$ cat config.mk
export PLATFORM = sky130hd
export DESIGN_NAME = bcd_to_bin
export DESIGN_NICKNAME = d
export VERILOG_FILES = /design/src/rtl/bcd_to_bin.sv
export SDC_FILE = /design/constraint.sdc
export NUM_CORES = 1
export LEC_CHECK = 0
export ABC_CLOCK_PERIOD_IN_PS = 2900
export CAP_MARGIN = 20
export CORE_ASPECT_RATIO = 0.9
export CORE_MARGIN = 2
export CORE_UTILIZATION = 54
export DETAILED_ROUTE_END_ITERATION = 12
export PLACE_DENSITY = 0.78
export SLEW_MARGIN = 10
export SYNTH_ARGS = -nofsm -noshare
export SYNTH_HDL_FRONTEND = slang
export SYNTH_SLANG_ARGS = --single-unit
export TNS_END_PERCENT = 50
$ cat constraint.sdc
create_clock -name clk -period 2.9 [get_ports clk]
set_input_delay 0.87 -clock clk [delete_from_list [all_inputs] [get_ports clk]]
set_output_delay 0.87 -clock clk [all_outputs]
set_load 0.005 [all_outputs]
$ cat src/rtl/bcd_to_bin.sv
// Sequential BCD-to-binary converter (reverse double-dabble: shift right, then
// subtract 3 from any BCD nibble >= 8). One iteration per clock, start/busy/done handshake.
module bcd_to_bin #(
  parameter int DIGITS = 6,
  parameter int BIN_W  = 20
) (
  input  logic                  clk,
  input  logic                  rst,
  input  logic                  start,
  input  logic [4*DIGITS-1:0]   bcd_in,
  output logic                  busy,
  output logic                  done,
  output logic                  err,
  output logic [BIN_W-1:0]      bin
);

  localparam int SR_W  = 4*DIGITS + BIN_W;
  localparam int CNT_W = (BIN_W > 1) ? $clog2(BIN_W) : 1;

  localparam logic [0:0] S_IDLE = 1'b0;
  localparam logic [0:0] S_CONV = 1'b1;

  logic [0:0]       r_state;
  logic [SR_W-1:0]  r_sr;
  logic [CNT_W-1:0] r_cnt;
  logic             r_done;
  logic             r_err;
  logic [BIN_W-1:0] r_bin;

  logic [SR_W-1:0]  w_shift;
  logic [SR_W-1:0]  w_next;
  logic             w_badDigit;
  logic             w_last;

  // Any nibble above 9 makes the request invalid; checked on the raw input at accept.
  always_comb begin
    w_badDigit = 1'b0;
    for (int k = 0; k < DIGITS; k++) begin
      if (bcd_in[4*k +: 4] > 4'd9) begin
        w_badDigit = 1'b1;
      end
    end
  end

  // One iteration: shift the whole register right, then fix up each BCD nibble.
  always_comb begin
    w_shift = r_sr >> 1;
    w_next  = w_shift;
    for (int k = 0; k < DIGITS; k++) begin
      if (w_shift[BIN_W + 4*k +: 4] >= 4'd8) begin
        w_next[BIN_W + 4*k +: 4] = w_shift[BIN_W + 4*k +: 4] - 4'd3;
      end
    end
  end

  assign w_last = (r_cnt == CNT_W'(BIN_W - 1));

  always_ff @(posedge clk or posedge rst) begin
    if (rst) begin
      r_state <= S_IDLE;
      r_sr    <= '0;
      r_cnt   <= '0;
      r_done  <= 1'b0;
      r_err   <= 1'b0;
      r_bin   <= '0;
    end else begin
      r_done <= 1'b0;
      case (r_state)
        S_IDLE: begin
          if (start) begin
            r_sr  <= {bcd_in, {BIN_W{1'b0}}};
            r_cnt <= '0;
            r_err <= 1'b0;
            // Invalid digits finish immediately without ever raising busy.
            if (w_badDigit) begin
              r_err  <= 1'b1;
              r_bin  <= '0;
              r_done <= 1'b1;
            end else begin
              r_state <= S_CONV;
            end
          end
        end
        S_CONV: begin
          r_sr  <= w_next;
          r_cnt <= r_cnt + 1'b1;
          if (w_last) begin
            r_bin   <= w_next[BIN_W-1:0];
            r_done  <= 1'b1;
            r_state <= S_IDLE;
          end
        end
        default: r_state <= S_IDLE;
      endcase
    end
  end

  assign busy = (r_state == S_CONV);
  assign done = r_done;
  assign err  = r_err;
  assign bin  = r_bin;

endmodule

==> flow_metrics.py, run 1 <==
metrics = {
    "global_route": {
        "grt_start_max_net_pins": 30,
        "track_usage_pct": 23.1,
        "grt_overflow": 0,
        "groute.layer.met1.usage_pct": 30.7,
        "grt_pass1_vias": 2690,
        "grt_antenna_before_repair": 0,
        "use_met2_pct": 36.9,
        "grt_pass1_wl_mm": 12.5,
        "top_usage_layer": "met2",
        "grt_use_met3_pct": 5.45,
    },
    "timing": {
        "finalSetupViolations": 0,
        "final.setup.tns_ps": 0,
        "maxSlewHeadroom_pct": 50.1,
        "grt_setup_unrepaired": "false",
        "hold_violations": 0,
        "whs_ps": 488,
        "worstMarginPinSlew_ps": 749,
        "min_period_ps": 2360,
        "fmax_ghz": 0.424,
        "fin_crit_sh_pct": 81.2,
        "report.final.slew_viol_count": 0,
        "fin_skew_ps": 12.4,
    },
    "finish": {
        "n_fill_cell": 499,
        "multiInputGateArea_mm2": 0.00154,
        "final_common_cell": "nand2_1",
        "antenna_cells": 0,
        "final_nets": 458,
        "layout_common_cells": "nand2_1, dfrtp_1, clkdlybuf4s50_1",
        "drive_gt1_share_pct": 11.5,
        "synthToLayoutAreaGrowth_pct": 22.6,
        "seq_area_mm2": 0.00178,
    },
    "clock_network": {
        "clk_latency_ps": 350,
        "h-tree-depth": 3,
        "clk_pin_slew_ps": 70,
        "cts_root_buf": "clkbuf_8",
        "cts_sinks": 71,
        "cts_resized": 0,
        "cts_buffers": 9,
        "cts_buffer_depth": 2,
        "cts_tree": "done",
        "postCtsHoldBufs": 0,
        "cts_setup_buffers": 0,
    },
    "hold_path": {
        "min_path_type": "flip-flop to flip-flop",
    },
    "worst_setup_path": {
        "start_kind": "flip-flop",
        "setup.worst_path.class": "flip-flop to output pin",
        "slowest_stage": "dfrtp_2",
        "crit_family": "flip-flops",
        "path_cells": "clkdlybuf4s50_1",
        "cp.required_ps": 2030,
        "endpoint_kind": "output pin",
        "critical_path_buf_inv_count": 1,
        "path_max_fanout": 19,
        "worstPathArrival_ps": 1490,
        "crit_path_max_incr_delay_ps": 580,
    },
    "logic_synthesis": {
        "postSynthCellCount": 373,
        "synth.net_count": 411,
        "synth_seq_area_share_pct": 50.8,
        "syn_area_mm2": 0.00349,
        "ys_types": 28,
        "ys_ff_latch": 71,
        "synthTopCellsByArea": "dfrtp_1, nand2_1, o21ai_0, mux2i_1, o21ai_2",
        "yosys.area.top_type": "dfrtp_1",
        "ys_warn_count": 0,
        "synth.avg_cell_area_um2": 9.37,
        "synth_top_area_share_pct": 50.8,
    },
    "routing": {
        "via_per_inst": 5.21,
        "drtAntennaViolNets": 0,
        "drt-total-wl_mm": 7.18,
        "first_pass_iters": 4,
        "dr_total_vias": 2670,
        "wl_per_cell_um": 14.0,
        "drtIter0Drc": 162,
        "route.detailed.drc": 0,
    },
    "floorplan": {
        "core_region_area_mm2": 0.00618,
        "rows": 27,
        "start_util_pct": 56.5,
        "io_pins": 50,
        "die_y_um": 80.3,
        "die_w_um": 88.8,
        "die-area_mm2": 0.00713,
    },
    "flow_run": {
        "maxCapViolCount": 0,
    },
    "pwr": {
        "powerDensity_mw_per_mm2": 822,
        "ir_worst_vdd_mv": 0.654,
        "p_leak_nw": 1.99,
    },
    "place": {
        "portBuffers": 49,
        "routabilityCongestion": 0.807,
        "dp_hpwl_mm": 4.76,
    },
    "run_status": {
        "status": "completed",
    },
}
-- sequential cells by signal, summed over array words and instances, names as in the netlist --
| name | cells |
|---|---|
| r_cnt | 5 |
| done | 1 |
| bin | 20 |
| err | 1 |
| busy | 1 |
| r_sr | 43 |
-- metal layers --
| layer | vias up | wire (um) |
|---|---|---|
| li1 | 1332 | - |
| met1 | 1264 | 3360 |
| met2 | 63 | 3370 |
| met4 | 0 | 103 |
| met3 | 11 | 345 |
| met5 | - | 0 |
-- final timing paths --
check	slack, ps	from	to	depth (start not counted)
hold reg to reg	490	r_sr[1]$_DFFE_PP0P_	bin[0]$_DFFE_PP0P_	2
hold / removal	490	r_sr[1]$_DFFE_PP0P_	bin[0]$_DFFE_PP0P_	2
min in group asynchronous	860	rst	r_sr[39]$_DFFE_PP0P_	2
max in group asynchronous	1310	rst	bin[8]$_DFFE_PP0P_	3
setup reg to reg	1220	r_cnt[0]$_DFFE_PP0P_	bin[19]$_DFFE_PP0P_	4
setup / recovery	540	busy$_DFF_PP0_	busy	1
-- power by group --
group / switching, W / internal (W)
combinational: 0.000550 / 0.000500
sequential: 0.000310 / 0.00127
clock: 0.000355 / 0.000531
total: 0.00121 / 0.00231
-- worst register-to-register path: stages (launching register included) --
cell	delay, ps
dfrtp_1	380
ha_1	260
and4_1	720
nand2_1	170
o21ai_2	80
-- cell type report --
type	instances	share of cell area, %
multi-input cells	262	35.9
inverters	18	1.58
flip-flops and latches	71	41.5
well taps	87	2.54
clock buffers	13	3.71
repair buffers	58	13.2
clock inverters	3	1.52
-- per-stage QoR --
stage	power (W)	cell area, um2	utilization [%]	cells	worst slack [ps]
2_1_floorplan	0.00234	3490	-	373	233
5_1_grt	0.00380	4280	69.3	512	489
3_3_place_gp	0.00258	4060	65.7	496	388
6_report	0.00352	4280	69.3	512	544
4_1_cts	0.00355	4280	69.3	512	527
3_5_place_dp	0.00265	4060	65.7	496	370
-- cell families (layout without fill, tap and decap cells) --
group                    after synthesis  count (layout)  synth area share [%]
adder cells (fa/ha/maj)               11              11                  3.94
AND/OR/NAND/NOR                      132             132                  15.1
XOR/XNOR                              12              12                  3.01
buffers and inverters                 40              92                  5.12
AO/OA/AOI/OAI                         88              88                  16.5
flip-flops                            71              71                  50.8
multiplexers                          19              19                  5.44
-- synth_stat cells --
cell      count
xnor2_1       6
or4_1         1
ha_1         11
and4_1        1
dfrtp_1      71
nand2_1     104
nand2b_1      7
buf_6         3
inv_2         1
inv_1        17
nand3_1       2
a31o_2        2
clkbuf_1     11
a21oi_1      11
o211a_1       5
a31oi_1       1
nor2_1       15
o311a_1       1
o21ai_2      20
o21ai_1       2
a221oi_1      5
a22o_1        1
nand4_1       2
buf_2         5
o21ai_0      40
buf_1         3
mux2i_1      19
xor2_1        6
Note: power is estimated with default switching activity, not from simulation.
==> run 2, diff against run 1 <==
- ABC_CLOCK_PERIOD_IN_PS: 2900 -> 2300
- clock period: 2.9 -> 2.3 ns (I/O delays scaled with it)
==> run 2 against run 1 <==
Compared with the run above: worst hold slack improved by 2.5 ps; die area is the same; highest routed layer unchanged; sequential share of layout area decreased by 0.28 points; via count is 2.0% higher; first-iteration DRC count shrank 4.9%; worst setup slack worse by 190 ps; largest cell class unchanged; core utilization rose by 0.47 points; non-clock buffer count did not move; clock power up 33%; cell count did not move; combinational power increased by 30%; clock skew down 6.1 ps.
==> flow_metrics.py, run 2 (same netlist as run 1, synthesis figures left out) <==
metrics = {
    "timing": {
        "finalSetupViolations": 0,
        "grt_setup_unrepaired": "false",
        "fmax_ghz": 0.514,
        "worstMarginPinSlew_ps": 676,
        "layout_setup_ws_ps": 355,
        "maxSlewHeadroom_pct": 54.8,
        "hold_violations": 0,
        "fin_skew_ps": 6.36,
        "min_period_ps": 1940,
        "fin_crit_sh_pct": 84.6,
        "final.setup.tns_ps": 0,
        "report.final.slew_viol_count": 0,
    },
    "finish": {
        "largest_reg_flops": 43,
        "synthToLayoutAreaGrowth_pct": 23.4,
        "seq_area_mm2": 0.00178,
        "final_common_cell": "nand2_1",
        "final_nets": 458,
        "n_fill_cell": 495,
        "top_register": "r_sr",
        "antenna_cells": 0,
        "layout_common_cells": "nand2_1, dfrtp_1, clkdlybuf4s50_1",
        "multiInputGateArea_mm2": 0.00154,
        "final_area_mm2": 0.00431,
        "final_util_pct": 69.7,
        "drive_gt1_share_pct": 11.8,
    },
    "place": {
        "portBuffers": 49,
        "dp_slack_ps": 7.94,
        "dp_hpwl_mm": 4.60,
        "placed_cell_area_mm2": 0.00408,
        "routabilityCongestion": 0.754,
    },
    "global_route": {
        "grt_antenna_before_repair": 0,
        "grt_start_max_net_pins": 72,
        "grt_pass1_vias": 2689,
        "track_usage_pct": 22.4,
        "grt_pass1_wl_mm": 12.4,
        "grt_overflow": 0,
    },
    "routing": {
        "dr_total_vias": 2724,
        "drtAntennaViolNets": 0,
        "drtIter0Drc": 154,
        "drt-total-wl_mm": 7.05,
        "route.detailed.drc": 0,
        "first_pass_iters": 5,
        "wl_per_cell_um": 13.8,
        "via_per_inst": 5.32,
    },
    "worst_setup_path": {
        "startpoint": "bcd_in[18]",
        "r2r-start": "busy$_DFF_PP0_",
        "setup.worst_path.class": "primary input to flip-flop",
        "endpoint_kind": "flip-flop",
        "cp.required_ps": 2530,
        "path_max_fanout": 22,
        "start_kind": "primary input",
        "worstPathArrival_ps": 2180,
        "reg2reg_depth": 5,
    },
    "clock_network": {
        "cts_buffers": 9,
        "h-tree-depth": 3,
        "cts_setup_buffers": 0,
        "cts_root_buf": "clkbuf_8",
        "cts_sinks": 71,
        "cts_tree": "done",
        "clk_latency_ps": 340,
        "cts_buffer_depth": 2,
        "postCtsHoldBufs": 0,
        "clk_pin_slew_ps": 70,
        "cts_resized": 0,
    },
    "floorplan": {
        "core_region_area_mm2": 0.00618,
        "die_y_um": 80.3,
        "start_util_pct": 56.5,
        "die_w_um": 88.8,
        "rows": 27,
        "io_pins": 50,
        "die-area_mm2": 0.00713,
    },
    "pwr": {
        "powerDensity_mw_per_mm2": 1050,
        "ir_worst_vdd_mv": 0.533,
        "p_leak_nw": 2.00,
    },
    "run_status": {
        "status": "completed",
    },
    "hold_path": {
        "holdPathStages": 2,
        "min-delay-start": "r_sr[1]$_DFFE_PP0P_",
        "min_path_type": "flip-flop to flip-flop",
    },
    "flow_run": {
        "maxCapViolCount": 0,
    },
}
## run 2: cell count changes in the layout (fill, tap and decap cells not counted), sizes merged
| cell | previous run | this run |
|---|---|---|
| clkinv | 1 | 3 |
| clkbuf | 13 | 10 |
| bufinv | 2 | 3 |
| clkinvlp | 0 | 1 |
| inv | 18 | 17 |
## run 2: worst max-delay path: stages
cell and delay, ps:
clkdlybuf4s50_1 420, o21ai_0 240, nand2_1 120, o311a_1 380, buf_12 180, nand2b_1 150
## run 2: final timing paths
check	end	slack (ps)
worst max-delay path	done$_DFF_PP0_	360
worst min register to register	bin[0]$_DFFE_PP0P_	490
max in group asynchronous	r_sr[1]$_DFFE_PP0P_	1200
worst max register to register	r_sr[23]$_DFFE_PP0P_	620
min in group asynchronous	bin[16]$_DFFE_PP0P_	790
worst min-delay path	bin[0]$_DFFE_PP0P_	490
## run 2: layout make-up
class,instances,share of cell area (%)
repair buffers,58,13.4
multi-input cells,262,35.7
inverters,18,1.65
flip-flops and latches,71,41.2
clock buffers,10,2.96
clock inverters,6,2.52
well taps,87,2.52
## run 2: report_power, final
group / leakage [nW] / internal (W) / total, W / switching, W
clock network: 0.120 / 0.000719 / 0.00118 / 0.000464
logic: 0.947 / 0.000642 / 0.00137 / 0.000724
registers: 0.931 / 0.00161 / 0.00198 / 0.000377
## run 2: routing by layer
layer | global-route usage, % | vias to the layer above | routed length (um)
met2 | 35.7 | 68 | 3390
met3 | 3.80 | 8 | 311
met4 | 10.0 | 0 | 89
li1 | - | 1330 | -
met5 | 0 | - | 0
met1 | 30.0 | 1318 | 3260
## run 2: per-stage QoR
step | total power (W) | hold slack [ps] | std cells
2_1_floorplan | 0.00296 | 449 | 373
3_3_place_gp | 0.00327 | 463 | 496
3_5_place_dp | 0.00335 | 481 | 496
4_1_cts | 0.00456 | 500 | 512
5_1_grt | 0.00488 | 536 | 512
6_report | 0.00453 | 491 | 512
